===== config.mk =====
export PLATFORM = sky130hd
export DESIGN_NAME = uart_tx_arbiter_flat
export DESIGN_NICKNAME = d
export VERILOG_FILES = /design/src/rtl/uart_tx_arbiter_if.sv /design/src/rtl/uart_tx_arbiter.sv /design/src/flat_wrapper.sv
export SDC_FILE = /design/constraint.sdc
export NUM_CORES = 1
export LEC_CHECK = 0
export BUFFER_PORTS_ARGS = -buffer_cell sky130_fd_sc_hd__buf_2
export CAP_MARGIN = 40
export CORE_MARGIN = 2
export CORE_UTILIZATION = 41
export DETAILED_ROUTE_END_ITERATION = 16
export GPL_TIMING_DRIVEN = 0
export HOLD_SLACK_MARGIN = 0.08
export PLACE_DENSITY = 0.76
export RECOVER_POWER = 50
export SLEW_MARGIN = 20
export SYNTH_ARGS = -nofsm -noshare
export SYNTH_HDL_FRONTEND = slang
export SYNTH_SLANG_ARGS = --single-unit

===== constraint.sdc =====
create_clock -name clk -period 1.6 [get_ports clk]
set_input_delay 0.32 -clock clk [delete_from_list [all_inputs] [get_ports clk]]
set_output_delay 0.32 -clock clk [all_outputs]
set_load 0.01 [all_outputs]

===== src/rtl/uart_tx_arbiter_if.sv =====
// Bundle between the frame senders, the shared UART and uart_tx_arbiter.
// Handshakes: req_i[k] is a level held for a whole frame. send_i[k] is a
// one-cycle byte strobe that is accepted only while tx_busy_o[k] is 0.
// data_sent_o[k] pulses once per accepted byte when the UART finishes it.
// uart_start_o is a one-cycle strobe, issued only while uart_busy_i is 0.
// uart_done_i is a one-cycle completion pulse from the UART.
// arb_state exposes the arbiter FSM state for observation.
interface uart_tx_arbiter_if #(
  parameter int N_REQ = 4
) ();
  logic [N_REQ-1:0]   req_i;
  logic [N_REQ-1:0]   send_i;
  logic [8*N_REQ-1:0] data_i;
  logic [N_REQ-1:0]   grant_o;
  logic [N_REQ-1:0]   tx_busy_o;
  logic [N_REQ-1:0]   data_sent_o;
  logic               timeout_o;
  logic               uart_start_o;
  logic [7:0]         uart_data_o;
  logic               uart_busy_i;
  logic               uart_done_i;
  logic [1:0]         arb_state;

  modport slave (
    input  req_i, send_i, data_i, uart_busy_i, uart_done_i,
    output grant_o, tx_busy_o, data_sent_o, timeout_o, uart_start_o,
           uart_data_o, arb_state
  );

  modport master (
    output req_i, send_i, data_i, uart_busy_i, uart_done_i,
    input  grant_o, tx_busy_o, data_sent_o, timeout_o, uart_start_o,
           uart_data_o, arb_state
  );
endinterface


===== src/rtl/uart_tx_arbiter.sv =====
// Round-robin owner arbiter in front of a single UART transmitter.
// One requester owns the UART for a whole frame; its bytes are forwarded
// one at a time and every requester sees a private-looking busy/sent pair.
// Optional feature macro: TX_ARB_TIMEOUT_EN enables the idle-owner timeout
// (forced release plus a per-requester mask until its request drops).
module uart_tx_arbiter #(
  parameter int          N_REQ          = 4,
  parameter logic [15:0] TIMEOUT_CYCLES = 16'd50000
) (
  input logic              clk,
  input logic              reset_n,
  uart_tx_arbiter_if.slave bus
);
  localparam int IDX_W = $clog2(N_REQ);
  localparam logic [1:0] ST_IDLE    = 2'd0;
  localparam logic [1:0] ST_OWNED   = 2'd1;
  localparam logic [1:0] ST_SENDING = 2'd2;
  localparam logic [IDX_W-1:0] LAST_RESET = IDX_W'(N_REQ - 1);

  logic [1:0]       state;
  logic [N_REQ-1:0] grant;
  logic [N_REQ-1:0] sent;
  logic [N_REQ-1:0] mask;
  logic [N_REQ-1:0] avail;
  logic [N_REQ-1:0] pick_onehot;
  logic [IDX_W-1:0] owner;
  logic [IDX_W-1:0] last_owner;
  logic [IDX_W-1:0] pick_idx;
  logic [IDX_W-1:0] cand_idx;
  logic             pick_valid;
  logic             start;
  logic [7:0]       udata;
  logic [7:0]       owner_byte;
  logic             owner_req;
  logic             owner_send;
  logic             accept;
  logic             tmo_hit;
  logic             timeout;
  int               cand;

  // Masked requesters are invisible to the search; the owner's own
  // request, strobe and byte are selected through the one-hot grant.
  assign avail       = bus.req_i & ~mask;
  assign owner_req   = |(bus.req_i & grant);
  assign owner_send  = |(bus.send_i & grant);
  assign accept      = (state == ST_OWNED) && owner_req && owner_send && !bus.uart_busy_i;
  assign pick_onehot = {{(N_REQ-1){1'b0}}, 1'b1} << pick_idx;

  // Select the current owner's byte lane.
  always_comb begin
    owner_byte = '0;
    for (int k = 0; k < N_REQ; k++) begin
      if (grant[k]) owner_byte = bus.data_i[8*k +: 8];
    end
  end

  // Round-robin search starting just after last_owner, wrapping around.
  always_comb begin
    pick_valid = 1'b0;
    pick_idx   = '0;
    cand       = 0;
    cand_idx   = '0;
    for (int i = 1; i <= N_REQ; i++) begin
      cand = int'(last_owner) + i;
      if (cand >= N_REQ) cand = cand - N_REQ;
      cand_idx = cand[IDX_W-1:0];
      if (!pick_valid && avail[cand_idx]) begin
        pick_valid = 1'b1;
        pick_idx   = cand_idx;
      end
    end
  end

  // Ownership FSM: grant, byte forwarding and release.
  always_ff @(posedge clk or negedge reset_n) begin
    if (!reset_n) begin
      state      <= ST_IDLE;
      grant      <= '0;
      owner      <= '0;
      last_owner <= LAST_RESET;
      start      <= 1'b0;
      udata      <= 8'h00;
      sent       <= '0;
    end else begin
      start <= 1'b0;
      sent  <= '0;
      case (state)
        ST_IDLE: begin
          if (pick_valid) begin
            grant <= pick_onehot;
            owner <= pick_idx;
            state <= ST_OWNED;
          end
        end
        ST_OWNED: begin
          if (!owner_req || tmo_hit) begin
            grant      <= '0;
            last_owner <= owner;
            state      <= ST_IDLE;
          end else if (accept) begin
            udata <= owner_byte;
            start <= 1'b1;
            state <= ST_SENDING;
          end
        end
        ST_SENDING: begin
          // A request dropped mid-byte is honoured only once the byte is out.
          if (bus.uart_done_i) begin
            sent <= grant;
            if (owner_req) begin
              state <= ST_OWNED;
            end else begin
              grant      <= '0;
              last_owner <= owner;
              state      <= ST_IDLE;
            end
          end
        end
        default: begin
          grant <= '0;
          state <= ST_IDLE;
        end
      endcase
    end
  end

`ifdef TX_ARB_TIMEOUT_EN
  logic [15:0] tmo_cnt;

  assign tmo_hit = (state == ST_OWNED) && owner_req && !accept &&
                   (tmo_cnt == TIMEOUT_CYCLES - 16'd1);

  // Idle-owner counter, timeout pulse and the mask that blocks re-grant.
  always_ff @(posedge clk or negedge reset_n) begin
    if (!reset_n) begin
      tmo_cnt <= '0;
      timeout <= 1'b0;
      mask    <= '0;
    end else begin
      timeout <= tmo_hit;
      mask    <= (mask & bus.req_i) | (tmo_hit ? grant : '0);
      if (state == ST_IDLE || accept || tmo_hit) begin
        tmo_cnt <= '0;
      end else if (state == ST_OWNED) begin
        tmo_cnt <= tmo_cnt + 16'd1;
      end
    end
  end
`else
  logic unused_cfg;
  assign tmo_hit    = 1'b0;
  assign timeout    = 1'b0;
  assign mask       = '0;
  assign unused_cfg = ^TIMEOUT_CYCLES;
`endif

  // Non-owners always look busy; the owner is free only while OWNED and idle UART.
  assign bus.tx_busy_o    = ~grant | {N_REQ{(state != ST_OWNED) || bus.uart_busy_i}};
  assign bus.grant_o      = grant;
  assign bus.data_sent_o  = sent;
  assign bus.timeout_o    = timeout;
  assign bus.uart_start_o = start;
  assign bus.uart_data_o  = udata;
  assign bus.arb_state    = state;
endmodule


===== src/flat_wrapper.sv =====
// flat-port wrapper written by rule: the top's interface ports become plain ports
module uart_tx_arbiter_flat 
#(
  parameter int          N_REQ          = 4,
  parameter logic [15:0] TIMEOUT_CYCLES = 16'd50000
)
  (clk, reset_n, bus_req_i, bus_send_i, bus_data_i, bus_uart_busy_i, bus_uart_done_i, bus_grant_o, bus_tx_busy_o, bus_data_sent_o, bus_timeout_o, bus_uart_start_o, bus_uart_data_o, bus_arb_state);
  uart_tx_arbiter_if #(.N_REQ(N_REQ)) bus_i ();
  input logic clk;
  input logic reset_n;
  input wire logic [$bits(bus_i.req_i)-1:0] bus_req_i;
  input wire logic [$bits(bus_i.send_i)-1:0] bus_send_i;
  input wire logic [$bits(bus_i.data_i)-1:0] bus_data_i;
  input wire logic [$bits(bus_i.uart_busy_i)-1:0] bus_uart_busy_i;
  input wire logic [$bits(bus_i.uart_done_i)-1:0] bus_uart_done_i;
  output wire logic [$bits(bus_i.grant_o)-1:0] bus_grant_o;
  output wire logic [$bits(bus_i.tx_busy_o)-1:0] bus_tx_busy_o;
  output wire logic [$bits(bus_i.data_sent_o)-1:0] bus_data_sent_o;
  output wire logic [$bits(bus_i.timeout_o)-1:0] bus_timeout_o;
  output wire logic [$bits(bus_i.uart_start_o)-1:0] bus_uart_start_o;
  output wire logic [$bits(bus_i.uart_data_o)-1:0] bus_uart_data_o;
  output wire logic [$bits(bus_i.arb_state)-1:0] bus_arb_state;
  assign bus_i.req_i = bus_req_i;
  assign bus_i.send_i = bus_send_i;
  assign bus_i.data_i = bus_data_i;
  assign bus_i.uart_busy_i = bus_uart_busy_i;
  assign bus_i.uart_done_i = bus_uart_done_i;
  assign bus_grant_o = bus_i.grant_o;
  assign bus_tx_busy_o = bus_i.tx_busy_o;
  assign bus_data_sent_o = bus_i.data_sent_o;
  assign bus_timeout_o = bus_i.timeout_o;
  assign bus_uart_start_o = bus_i.uart_start_o;
  assign bus_uart_data_o = bus_i.uart_data_o;
  assign bus_arb_state = bus_i.arb_state;
  uart_tx_arbiter #(.N_REQ(N_REQ), .TIMEOUT_CYCLES(TIMEOUT_CYCLES)) u_core (.clk(clk), .reset_n(reset_n), .bus(bus_i));
endmodule

==> results of run 1 <==
==> what timing repair did <==
action                                 4_1_cts  5_1_grt
gates resized for setup                     17        7
pin swaps                                    5        0
setup endpoints to repair                   16       21
hold buffers                                 1        0
setup buffers                                7        1
endpoints found under the hold margin       21        0
==> cells in the final DEF (no fill, tap or decap), types with 3 or more instances in the layout <==
master,count
sky130_fd_sc_hd__nand2_1,15
sky130_fd_sc_hd__mux2_4,3
sky130_fd_sc_hd__and3_1,4
sky130_fd_sc_hd__nor2b_1,9
sky130_fd_sc_hd__dfrtp_2,3
sky130_fd_sc_hd__o2bb2ai_1,4
sky130_fd_sc_hd__buf_4,10
sky130_fd_sc_hd__o31ai_1,7
sky130_fd_sc_hd__dfrtp_1,18
sky130_fd_sc_hd__buf_2,61
sky130_fd_sc_hd__inv_1,3
sky130_fd_sc_hd__a221oi_1,7
sky130_fd_sc_hd__mux2_2,8
sky130_fd_sc_hd__clkbuf_4,5
sky130_fd_sc_hd__clkbuf_1,4
sky130_fd_sc_hd__a21oi_1,5
sky130_fd_sc_hd__o21ai_0,5
==> state kept, by name (all words and copies together) (netlist names) <==
| signal | cells |
|---|---|
| u_core.owner | 2 |
| u_core.bus.uart_start_o | 1 |
| u_core.last_owner | 2 |
| u_core.bus.uart_data_o | 8 |
| u_core.bus.arb_state | 2 |
| u_core.bus.grant_o | 4 |
| u_core.bus.data_sent_o | 4 |
==> stage by stage <==
stage	std cells	worst slack [ps]	setup TNS (ps)	power (W)
2_1_floorplan	138	-158	-318	0.00204
3_3_place_gp	250	-179	-1240	0.00247
3_5_place_dp	250	-218	-1500	0.00251
4_1_cts	262	-123	-1200	0.00293
5_1_grt	263	-175	-2550	0.00321
6_report	263	-130	-1510	0.00296
==> worst max-delay path: stages, from the launching register on <==
cell and delay (ps):
sky130_fd_sc_hd__dfrtp_2 490, sky130_fd_sc_hd__a22o_4 290, sky130_fd_sc_hd__or4b_4 570, sky130_fd_sc_hd__mux2_4 320
==> cells by family (layout without fill, tap and decap cells) <==
logic type / count (synthesis) / after routing / share of synthesized area
multiplexers: 13 / 13 / 0.110
other: 1 / 1 / 0.00272
AND/OR/NAND/NOR: 43 / 43 / 0.171
adder cells (fa/ha/maj): 4 / 4 / 0.0363
buffers and inverters: 12 / 91 / 0.0363
flip-flops: 23 / 23 / 0.419
AO/OA/AOI/OAI: 42 / 42 / 0.225
==> final cells by class <==
cell class | count | area share
Multi-Input combinational cell | 103 | 0.421
Clock buffer | 3 | 0.0115
Sequential cell | 23 | 0.296
Timing Repair Buffer | 75 | 0.207
Buffer | 7 | 0.0236
Inverter | 5 | 0.00955
Tap cell | 46 | 0.0293
Clock inverter | 1 | 0.00255
==> metal layers <==
metal | share of wire | routed length [um] | track usage | vias up
met5 | 0 | 0 | 0 | -
met1 | 0.46 | 1690 | 0.284 | 664
met2 | 0.50 | 1830 | 0.307 | 28
met3 | 0.028 | 103 | 0.0124 | 4
met4 | 0.0052 | 19 | 0.0365 | 0
li1 | - | - | - | 663
==> power groups by stage <==
stage / sequential [W] / combinational [W] / clock [W]
2_1_floorplan: 0.00100 / 0.00104 / 0
3_3_place_gp: 0.000972 / 0.00150 / 0
3_5_place_dp: 0.000978 / 0.00153 / 0
4_1_cts: 0.000970 / 0.00168 / 0.000280
5_1_grt: 0.00101 / 0.00189 / 0.000311
6_report: 0.000974 / 0.00171 / 0.000276
==> path summary, 6_finish.rpt <==
check,startpoint,endpoint,slack [ps]
worst max-delay path,u_core.bus.grant_o[1],u_core.last_owner[0],-130
worst min-delay path,bus_uart_done_i,u_core.bus.data_sent_o[2],320
worst max register to register,u_core.bus.grant_o[1],u_core.last_owner[0],-130
worst min register to register,u_core.owner[1],u_core.owner[1],500
max in group asynchronous,reset_n,u_core.bus.grant_o[0],670
min in group asynchronous,reset_n,u_core.bus.grant_o[3],510
==> Flow_metrics.wiki, run 1 <==
{| class="wikitable"
! Metric !! Value
|-
| Sw Pwr || 0.00122 W
|-
| Clock skew after layout || 10.6 ps
|-
| Later-pin clock latency in the skew report || 320 ps
|-
| Flip-flop cell with the highest count after synthesis || sky130_fd_sc_hd__dfrtp_1
|-
| Root buf cell || sky130_fd_sc_hd__clkbuf_4
|-
| Path type of the worst setup path || reg2reg
|-
| Switching Share || 0.410
|-
| Detailed-route via count || 1,359
|-
| Proportion of synthesized chip area in sequential cells || 0.419
|-
| Cell types with the highest counts after synthesis || sky130_fd_sc_hd__dfrtp_1 (21), sky130_fd_sc_hd__nand2_1 (16), sky130_fd_sc_hd__nor2b_1 (10)
|-
| First-pass GRT wire length || 5.58 mm
|-
| GP Congestion || 0.833
|-
| Actual transition at the worst max-transition pin || 686 ps
|-
| R2r worst-path depth || 3
|-
| Post-layout net count || 266
|-
| Headroom to the max-slew limit || 0.537
|-
| Width of the chip || 62.0 um
|-
| Residual DRC count || 0
|-
| Synthesized instance count || 138
|-
| Violation count after the first detailed-route iteration || 56
|-
| Leading cell types by total area after synthesis || sky130_fd_sc_hd__dfrtp_1 (38%), sky130_fd_sc_hd__mux2_2 (7.4%), sky130_fd_sc_hd__nor2b_1 (4.5%)
|-
| Core region area || 0.00328 mm^2
|-
| Number of global-route vias before repair || 1,211
|-
| Post-Syn Area per Cell || 9.99 um^2
|-
| Portion of total power attributed to sequential cells || 0.329
|-
| H-tree lvl count || 1
|-
| Final worst-path cycle share || 1.08
|-
| Clock-pin slew reported for the worst setup and hold paths after clock tree synthesis || 140 ps
|-
| Final Hold Fails || 0
|-
| Library cell with the highest instance count after synthesis || sky130_fd_sc_hd__dfrtp_1
|-
| Largest net degree at the start of global routing || 24
|-
| Tightest hold margin || 317 ps
|-
| Combinational cell fraction of total power || 0.578
|-
| Clock network fraction of design power || 0.093
|-
| IR drop worst, VDD || 0.672 mV
|-
| Tmin final || 1730 ps
|-
| Final worst-path setup slack || -130 ps
|-
| Overall die height || 62.0 um
|-
| DRT Pass-1 Iters || 4
|-
| Drt via density || 5.17
|-
| Number of nets still failing antenna checks after routing || 0
|-
| Synth warnings || 0
|-
| Highest attainable clock frequency || 578 MHz
|-
| Syn Std Cell Area || 0.00138 mm^2
|-
| Final design utilization || 0.598
|-
| CP startpoint kind || flop
|-
| Post-synthesis cell type count || 39
|-
| GRT Util Overall || 0.191
|-
| GRT Residual Overflow || 0
|-
| Cell depth of the worst min-delay path || 2
|-
| Sink count of the clock tree || 23
|-
| CTS buffer count || 3
|-
| Arrival time at the worst endpoint || 1980 ps
|-
| Biggest fanout along the worst timing path || 7
|-
| Proportion of layout cells with a drive suffix above 1 || 0.521
|-
| WP data required || 1850 ps
|-
| Standard-cell rows || 21
|-
| Type of element capturing the critical path || flop
|-
| Unrepaired setup endpoints after global routing || yes
|-
| Routed length per placed instance || 13.9 um
|-
| Post-synthesis to final-layout area growth || 42.6%
|-
| Synth top area share || 0.381
|-
| Initial cell density of the core || 0.420
|-
| Largest buffer count on any clock path || 2
|-
| Number of flip-flops and latches in the synthesized netlist || 23
|-
| Fill count || 286
|-
| I/O pin count || 68
|-
| Die Area || 0.00384 mm^2
|-
| Placed wire-length estimate after detailed placement || 2.68 mm
|-
| Total of buffers placed on input and output ports || 66
|-
| Area of combinational cells with multiple inputs || 827 um^2
|-
| Result of the run || finished, violations left
|-
| Power density of the placed cells || 1510 mW/mm^2
|-
| Register Area || 582 um^2
|-
| Diodes inserted || 0
|-
| CTS tree || built
|-
| Leakage Power || 0.982 nW
|-
| Proportion of synthesized flip-flops having asynchronous set or reset || 1.00
|-
| Violations in the final reports || negative setup slack
|-
| Routed Wire Length || 3.65 mm
|-
| EDFF count, synth || 0
|-
| Slew Limit Fails || 0
|-
| Antenna violations before repair || 0
|-
| Synthesized net count || 186
|-
| Total setup violations reported at the end of the flow || 16
|-
| Worst Hold Class || in2reg
|-
| Pint || 0.00175 W
|-
| MaxCap Viol Count || 0
|-
| Instance area at placement || 0.00180 mm^2
|-
| Largest area contributor in the netlist || sky130_fd_sc_hd__dfrtp_1
|-
| Post-layout instance area || 0.00197 mm^2
|}
(Power assumes the default switching activity.)
==> run 2: changes to the inputs <==
BUFFER_PORTS_ARGS = default   (was -buffer_cell sky130_fd_sc_hd__buf_2)
CORE_UTILIZATION = 55   (was 41)
DONT_BUFFER_PORTS = 1   (was default)
PLACE_DENSITY = 0.73   (was 0.76)
==> Flow_metrics.wiki, run 2 (synthesized netlist as in run 1, its figures left out) <==
{| class="wikitable"
! Metric !! Value
|-
| Result of the run || finished, violations left
|-
| CP top delay family || flip-flops
|-
| I/O pin count || 68
|-
| GP Congestion || 0.782
|-
| Largest net degree at the start of global routing || 24
|-
| Number of nets still failing antenna checks after routing || 0
|-
| Standard-cell rows || 18
|-
| GRT Util Overall || 0.258
|-
| Biggest fanout along the worst timing path || 5
|-
| Tightest hold margin || 165 ps
|-
| Residual DRC count || 0
|-
| IR drop worst, VDD || 1.08 mV
|-
| Final worst-path setup slack || -174 ps
|-
| Type of element capturing the critical path || flop
|-
| Max reg flops || 8
|-
| Met3 demand-to-capacity share in global routing || 0.0639
|-
| Headroom to the max-slew limit || 0.624
|-
| Final Hold Fails || 0
|-
| CTS buffer count || 3
|-
| Violations in the final reports || negative setup slack
|-
| Die Area || 0.00292 mm^2
|-
| Clock skew after layout || 3.73 ps
|-
| Overall die height || 54.1 um
|-
| CTS tree || built
|-
| Post-layout instance area || 0.00161 mm^2
|-
| Actual transition at the worst max-transition pin || 564 ps
|-
| Arrival time at the worst endpoint || 1970 ps
|-
| Final worst-path cycle share || 1.11
|-
| Detailed-route via count || 1,175
|-
| H-tree lvl count || 1
|-
| Routed length per placed instance || 20.3 um
|-
| MaxCap Viol Count || 0
|-
| WP data required || 1800 ps
|-
| Final design utilization || 0.664
|-
| Proportion of layout cells with a drive suffix above 1 || 0.336
|-
| Worst Hold Class || in2reg
|-
| Post-synthesis to final-layout area growth || 17.1%
|-
| GRT met1 Usage || 0.332
|-
| Fin cells || 182
|-
| Slew Limit Fails || 0
|-
| Number of global-route vias before repair || 1,083
|-
| Width of the chip || 54.1 um
|-
| Total setup violations reported at the end of the flow || 16
|-
| Dpl cells || 168
|-
| Initial cell density of the core || 0.567
|-
| Clock-pin slew reported for the worst setup and hold paths after clock tree synthesis || 120 ps
|-
| Violation count after the first detailed-route iteration || 23
|-
| Total negative slack for setup checks || -2050 ps
|-
| Largest buffer count on any clock path || 2
|-
| Tmin final || 1770 ps
|-
| Diodes inserted || 0
|-
| Root buf cell || sky130_fd_sc_hd__clkbuf_4
|-
| CP startpoint kind || flop
|-
| Post-layout net count || 201
|-
| Worst path max stage delay || 500 ps
|-
| Antenna violations before repair || 0
|-
| Later-pin clock latency in the skew report || 300 ps
|-
| CP max stage cell || sky130_fd_sc_hd__dfrtp_2
|-
| Power density of the placed cells || 1740 mW/mm^2
|-
| Commonest non-fill, non-tap cell in the layout || sky130_fd_sc_hd__nand2_1
|-
| Total buffers and inverters traversed by the critical path || 1
|-
| Sink count of the clock tree || 23
|-
| DRT Pass-1 Iters || 4
|-
| Instance area at placement || 0.00145 mm^2
|-
| Total of buffers placed on input and output ports || 0
|-
| Unrepaired setup endpoints after global routing || yes
|-
| Highest attainable clock frequency || 564 MHz
|-
| First-pass GRT wire length || 5.27 mm
|-
| Global route hottest layer || met2
|-
| Routed Wire Length || 3.69 mm
|-
| GRT Residual Overflow || 0
|-
| Placed wire-length estimate after detailed placement || 2.53 mm
|-
| Core region area || 0.00243 mm^2
|-
| Met2 Use GR || 0.435
|-
| Path type of the worst setup path || reg2reg
|-
| Commonest cells after routing, fill and taps aside || sky130_fd_sc_hd__nand2_1 (16), sky130_fd_sc_hd__dfrtp_1 (15), sky130_fd_sc_hd__buf_4 (9), sky130_fd_sc_hd__nor2b_1 (9), sky130_fd_sc_hd__o31ai_1 (8)
|-
| Leakage Power || 0.708 nW
|-
| Sequence of cells on the critical path || inv_2 > ha_4 > and2b_2 > a21boi_4 > o21ai_4 > mux2_4
|-
| Drt via density || 6.46
|}
## run 2: cell count changes in the layout (fill, tap and decap cells not counted), moves of 2 or more
cell                       before  now
sky130_fd_sc_hd__dfrtp_1       18   15
sky130_fd_sc_hd__clkbuf_1       4    2
sky130_fd_sc_hd__buf_2         61    1
sky130_fd_sc_hd__dfrtp_2        3    6
sky130_fd_sc_hd__buf_6          2    0
## run 2: power breakdown
part	switching [W]	internal, W	leakage [nW]
registers	0.000299	0.000800	0.294
logic	0.000729	0.000710	0.399
clock network	0.000172	0.0000972	0.0150
total	0.00120	0.00161	0.708
## run 2: final cells by class
type	count	area [um^2]
Buffer	7	41.3
Inverter	5	18.8
Fill cell	197	818
Sequential cell	23	586
Tap cell	30	37.5
Clock buffer	4	26.3
Timing Repair Buffer	9	67.6
Multi-Input combinational cell	104	837
## run 2: routing by layer
layer,share of wire,up-vias
met2,0.51,52
met3,0.078,4
met4,0.011,0
li1,-,542
met5,0,-
met1,0.40,577
## run 2: through the flow
stage	power [W]	setup slack, ps
global route	0.00301	-223
global placement	0.00226	-227
floorplan	0.00204	-158
finish	0.00281	-174
CTS	0.00276	-157
detailed placement	0.00233	-269
## run 2: what timing repair did
| action | 4_1_cts | 5_1_grt |
|---|---|---|
| gates cloned | 1 | 0 |
| hold endpoints to repair | 23 | 21 |
| hold buffers | 1 | 1 |
| endpoints found under the setup margin | 20 | 20 |
| buffers inserted | 7 | 0 |
| resized for setup | 19 | 3 |
| pin swaps | 1 | 0 |
## run 2: path summary, 6_finish.rpt
kind,endpoint,from,slack [ps],cells past startpoint
setup / recovery,u_core.bus.uart_data_o[1],u_core.bus.arb_state[1],-170,6
hold / removal,u_core.bus.data_sent_o[3],bus_uart_done_i,170,1
setup reg to reg,u_core.bus.uart_data_o[1],u_core.bus.arb_state[1],-170,6
hold reg to reg,u_core.owner[1],u_core.owner[1],510,2
max in group asynchronous,u_core.bus.arb_state[1],reset_n,660,2
min in group asynchronous,u_core.bus.data_sent_o[0],reset_n,540,2
